$ cat config.mk
export PLATFORM = sky130hd
export DESIGN_NAME = galois_mul_digit
export DESIGN_NICKNAME = d
export VERILOG_FILES = /design/src/rtl/gcm_pkg.sv /design/src/rtl/galois_mul_digit_step.sv /design/src/rtl/galois_mul_digit.sv
export SDC_FILE = /design/constraint.sdc
export NUM_CORES = 2
export LEC_CHECK = 0
export CORE_ASPECT_RATIO = 1.1
export CORE_MARGIN = 3
export CORE_UTILIZATION = 60
export DETAILED_ROUTE_END_ITERATION = 8
export PLACE_DENSITY = 0.83
export SETUP_SLACK_MARGIN = 0.1
export SYNTH_ARGS = -nofsm -noshare
export SYNTH_HDL_FRONTEND = slang
export SYNTH_HIERARCHICAL = 1
export SYNTH_SLANG_ARGS = --single-unit
$ cat constraint.sdc
create_clock -name clk -period 6.1 [get_ports clk]
set_input_delay 0.61 -clock clk [delete_from_list [all_inputs] [get_ports clk]]
set_output_delay 0.61 -clock clk [all_outputs]
set_load 0.02 [all_outputs]
$ cat src/rtl/gcm_pkg.sv
// Shared GCM constants and the single-step multiply-by-x reduction in GCM bit order.
package gcm_pkg;

    localparam int unsigned BLOCK_W = 128;
    localparam logic [7:0]  GCM_R   = 8'hE1;

    // Bit 127 is the x^0 coefficient, so multiplying by x is a right shift.
    // A coefficient leaving x^127 folds back in as x^7 + x^2 + x + 1.
    function automatic logic [BLOCK_W-1:0] mulx(input logic [BLOCK_W-1:0] v);
        logic [BLOCK_W-1:0] shifted;
        shifted = {1'b0, v[BLOCK_W-1:1]};
        if (v[0]) begin
            return shifted ^ {GCM_R, {(BLOCK_W-8){1'b0}}};
        end
        return shifted;
    endfunction

endpackage

$ cat src/rtl/galois_mul_digit_step.sv
// One digit of the GF(2^128) shift-and-add multiply, unrolled over DIGIT_W bits of X.
module galois_mul_digit_step
    import gcm_pkg::*;
#(
    parameter int DIGIT_W = 8
) (
    input  logic [DIGIT_W-1:0] xdigit,
    input  logic [BLOCK_W-1:0] zin,
    input  logic [BLOCK_W-1:0] vin,
    output logic [BLOCK_W-1:0] zout,
    output logic [BLOCK_W-1:0] vout
);

    logic [BLOCK_W-1:0] z_acc;
    logic [BLOCK_W-1:0] v_acc;

    // The MSB of the digit is the lowest-order X coefficient, so it is consumed first.
    always_comb begin
        z_acc = zin;
        v_acc = vin;
        for (int j = 0; j < DIGIT_W; j++) begin
            if (xdigit[DIGIT_W-1-j]) begin
                z_acc = z_acc ^ v_acc;
            end
            v_acc = mulx(v_acc);
        end
    end

    assign zout = z_acc;
    assign vout = v_acc;

endmodule

$ cat src/rtl/galois_mul_digit.sv
// Digit-serial GF(2^128) multiplier with a GHASH accumulate mode: Z = X*Y or Z = (ACC^X)*Y.
module galois_mul_digit
    import gcm_pkg::*;
#(
    parameter int DIGIT_W = 8
) (
    input  logic               clk,
    input  logic               rst,
    input  logic               start,
    input  logic               mode,
    input  logic               clear_acc,
    input  logic [BLOCK_W-1:0] X,
    input  logic [BLOCK_W-1:0] Y,
    output logic [BLOCK_W-1:0] Z,
    output logic               busy,
    output logic               valid,
    output logic [0:0]         fsm_state
);

    localparam int CYCLES = BLOCK_W / DIGIT_W;
    localparam int CNT_W  = $clog2(CYCLES + 1);
    localparam logic [CNT_W-1:0] CNT_LAST = CNT_W'(CYCLES - 1);
    localparam logic [CNT_W-1:0] CNT_ONE  = CNT_W'(1);

    localparam logic [0:0] ST_IDLE = 1'b0;
    localparam logic [0:0] ST_RUN  = 1'b1;

    generate
        if (!(DIGIT_W == 1 || DIGIT_W == 2 || DIGIT_W == 4 ||
              DIGIT_W == 8 || DIGIT_W == 16 || DIGIT_W == 32)) begin : g_bad_digit
            $error("galois_mul_digit: DIGIT_W must be 1, 2, 4, 8, 16 or 32");
        end
    endgenerate

    logic [0:0]         state;
    logic [BLOCK_W-1:0] xw;
    logic [BLOCK_W-1:0] vw;
    logic [BLOCK_W-1:0] zw;
    logic [CNT_W-1:0]   cnt;
    logic [BLOCK_W-1:0] acc;

    logic [BLOCK_W-1:0] z_next;
    logic [BLOCK_W-1:0] v_next;
    logic [BLOCK_W-1:0] acc_eff;

    galois_mul_digit_step #(
        .DIGIT_W(DIGIT_W)
    ) u_step (
        .xdigit(xw[BLOCK_W-1 -: DIGIT_W]),
        .zin   (zw),
        .vin   (vw),
        .zout  (z_next),
        .vout  (v_next)
    );

    // A clear arriving with start wins, so the new GHASH chain begins from zero.
    assign acc_eff = clear_acc ? '0 : acc;

    always_ff @(posedge clk or negedge rst) begin
        if (!rst) begin
            state <= ST_IDLE;
            xw    <= '0;
            vw    <= '0;
            zw    <= '0;
            cnt   <= '0;
            acc   <= '0;
            Z     <= '0;
            valid <= 1'b0;
        end else begin
            valid <= 1'b0;
            if (state == ST_IDLE) begin
                if (clear_acc) begin
                    acc <= '0;
                end
                if (start) begin
                    xw    <= mode ? (acc_eff ^ X) : X;
                    vw    <= Y;
                    zw    <= '0;
                    cnt   <= '0;
                    state <= ST_RUN;
                end
            end else begin
                xw  <= xw << DIGIT_W;
                vw  <= v_next;
                zw  <= z_next;
                cnt <= cnt + CNT_ONE;
                // Both modes update ACC so a plain multiply can seed a GHASH chain.
                if (cnt == CNT_LAST) begin
                    Z     <= z_next;
                    acc   <= z_next;
                    valid <= 1'b1;
                    state <= ST_IDLE;
                end
            end
        end
    end

    assign busy      = (state == ST_RUN);
    assign fsm_state = state;

endmodule
==> summary.txt <==
Route
  • DRC Markers: 0
  • Post-Route WL: approximately 130 mm
  • Vias per cell: 6.08
  • Antenna Nets Post-Route: 0
  • Via Count: between 30000 and 40000
  • Pre-antenna DRT Iters: 5
  • Drt initial violations: approximately 4000
  • Wire per inst: around 21 um

Timing
  • Hold slack: 0.0639 ns
  • Peak Freq: about 300 MHz
  • Final setup fails: 0
  • Crit share post-route: 0.550
  • Worst-Margin Slew: 1.23 ns
  • Final slew viol count: 0
  • Final Hold Viols: 0
  • Setup TNS: 0 ns
  • Fin crit period: 3.35 ns
  • Final worst clock skew: around 0.016 ns
  • Max transition margin: 0.177
  • Unrepaired setup endpoints after global routing: false

GRT
  • Total track usage: 0.324
  • Vias in the first global route: between 30000 and 40000
  • Overflow after GRT: 0
  • Initial antenna violation count: 10
  • Largest net degree at the start of global routing: about 230
  • Global-route wire length before repair: between 200 and 250 mm

Run
  • Max-cap violations: 0

Clock network
  • CTS clk-pin slew, worst paths: approximately 0.06 ns
  • Clk Latency, worst-skew pair: approximately 0.6 ns
  • Sink Count: 647
  • TritonCTS clock tree: built
  • Setup bufs post-CTS: 0
  • Max clock buf depth: 3
  • Post-cts sizing count: 0
  • CTS root buf: clkbuf_16
  • Count of hold buffers inserted by post-cts repair: 0
  • CTS Buf Count: 74
  • Htree depth: 3

Floorplanning
  • Die Y: ~290 um
  • Core Region: ~72000 um^2
  • Die Area: 76800 um^2
  • Row cnt: ~100
  • Initial core utilization: 0.610
  • IO Pins: 392
  • Die X: approximately 260 um

Worst setup path
  • Crit-path leading delay family: buffers and inverters
  • CP endpoint kind: primary output
  • CP max-delay cell: clkdlybuf4s50_1
  • CP cell instances: buf_12 -> clkdlybuf4s50_1
  • Worst setup path start: busy
  • WP data required: between 5 and 6 ns
  • Critical path class: flip-flop to primary output
  • Worst Path Max Fanout: 233
  • Startpoint types: flip-flop
  • Data arrival, critical path: between 2 and 3 ns
  • Max incr delay on CP: 0.76 ns
  • Worst R2R Start: xw[125]
  • Crit path buffers/inverters: 2

Synth
  • Register bit total from synthesis: approximately 650
  • Dominant cells by area after synthesis: dfrtp_1 37%, xnor2_1 15%, nand2_1 11%
  • Post-Synth XOR/XNOR Area: 0.211
  • Synth Instances: between 5000 and 6000
  • Synth top area share: 0.367
  • Avg Cell Area, Syn: 8.62 um^2
  • Sequential share of the synthesized area: 0.367
  • Yosys warns: 6
  • Synth area leader: dfrtp_1
  • Simple-Gate Fraction of Synth Area: 0.147
  • Synth Area in Adders: 0.000568
  • Largest family of logic cells by synthesized area: XOR/XNOR gates
  • Cell area after synthesis: 44100 um^2
  • Synth cell types: 47
  • Multiplexer share of the synthesized area: 0.0906
  • Syn Nets: approximately 5400
  • Synth Area in Compound Gates: 0.106

Worst hold path
  • Hold Path Class: primary input to asynchronous set/reset pin

Placed design
  • Placed insts: approximately 5900
  • RePlAce Congestion: roughly 0.9
  • Port-buffer cells: just under 400
  • Detailed placement HPWL: 82.1 mm

Finish
  • Final non-filler cell total: between 6000 and 7000
  • Layout cells sized above 1: 0.0620
  • Layout Nets: ~5300
  • Most common cell after layout, fill and taps aside: nand2_1
  • Most frequent cells in the layout: 1271 x nand2_1, 764 x xnor2_1, 638 x dfrtp_1, 482 x o21ai_0, 389 x clkdlybuf4s50_1
  • P&R area growth vs syn: 11.7%

Run status
  • Outcome: finished, final reports clean
==> sequential cells by signal, summed over array words and instances, names as in the netlist <==
register and cells:
Z 128, acc 128, vw 128, xw 128, zw 128, cnt 5
busy 1, valid 1
==> routing by layer <==
| layer | up-vias | share of wire | routed length [um] | global-route usage |
|---|---|---|---|---|
| met5 | - | 0.00018 | 23 | 0 |
| met4 | 4 | 0.049 | 6190 | 0.166 |
| met3 | 395 | 0.092 | 11700 | 0.0561 |
| met2 | 1962 | 0.46 | 59000 | 0.515 |
| met1 | 18100 | 0.39 | 50000 | 0.427 |
| li1 | 16500 | - | - | - |
==> cell families (layout without fill, tap and decap cells) <==
group	count (synthesis)	after routing
other	0	10
buffers and inverters	698	694
AND/OR/NAND/NOR	1550	1550
AO/OA/AOI/OAI	787	787
XOR/XNOR	1048	1048
adder cells (fa/ha/maj)	2	2
multiplexers	383	383
flip-flops	647	647
==> worst register-to-register path, cell delays in order, from the launching register on <==
cell and delay (ns):
dfrtp_4 1.02, buf_4 0.72, nand2_1 0.19, xor2_1 0.19
xnor2_1 0.22, xnor2_1 0.11, xnor2_1 0.44, mux2i_1 0.15
o21ai_0 0.20
==> stage by stage <==
| step | setup slack, ns | area, um^2 | utilization |
|---|---|---|---|
| floorplan | 3.96 | 44100 | - |
| global placement | 2.66 | 46700 | 0.646 |
| detailed placement | 2.51 | 46700 | 0.646 |
| CTS | 2.66 | 49200 | 0.681 |
| global route | 2.52 | 49200 | 0.681 |
| finish | 2.75 | 49200 | 0.681 |
==> worst paths after layout <==
kind                        endpoint  slack, ns  depth (start not counted)
max                        fsm_state       2.75                          2
min in group clk               Z[14]       0.50                          1
min                          vw[116]       0.06                          1
max in group asynchronous      Z[68]       4.58                          2
min reg2reg                    Z[14]       0.50                          1
max reg2reg                  acc[37]       2.76                          8
==> cell usage after synthesis (all sizes together) <==
cell,count
nand2,1272
xnor2,764
dfrtp,647
o21ai,490
clkbuf,299
xor2,278
buf,269
mux2i,256
or3,230
inv,130
a22o,128
mux2,127
a31oi,120
nor2,21
o22ai,20
a211oi,12
nand3b,8
a21oi,6
o22a,6
nand2b,4
nor3,4
or2,3
xnor3,3
xor3,3
a2111oi,2
and3b,2
ha,2
nand3,2
nor4,2
a31o,1
and3,1
nor2b,1
o2bb2ai,1
o31ai,1
==> area by class of cell <==
type,instances,area [um^2]
fill,5408,23100
multi-input combinational,3770,24500
sequential,647,16200
antenna,10,25.0
inverter,130,493
clock inverter,32,314
tap,945,1180
clock buffer,102,2160
timing repair buffer,430,4300
Power is not shown: default switching activity piles up to over one toggle a cycle in this logic, so the estimate is an artifact.
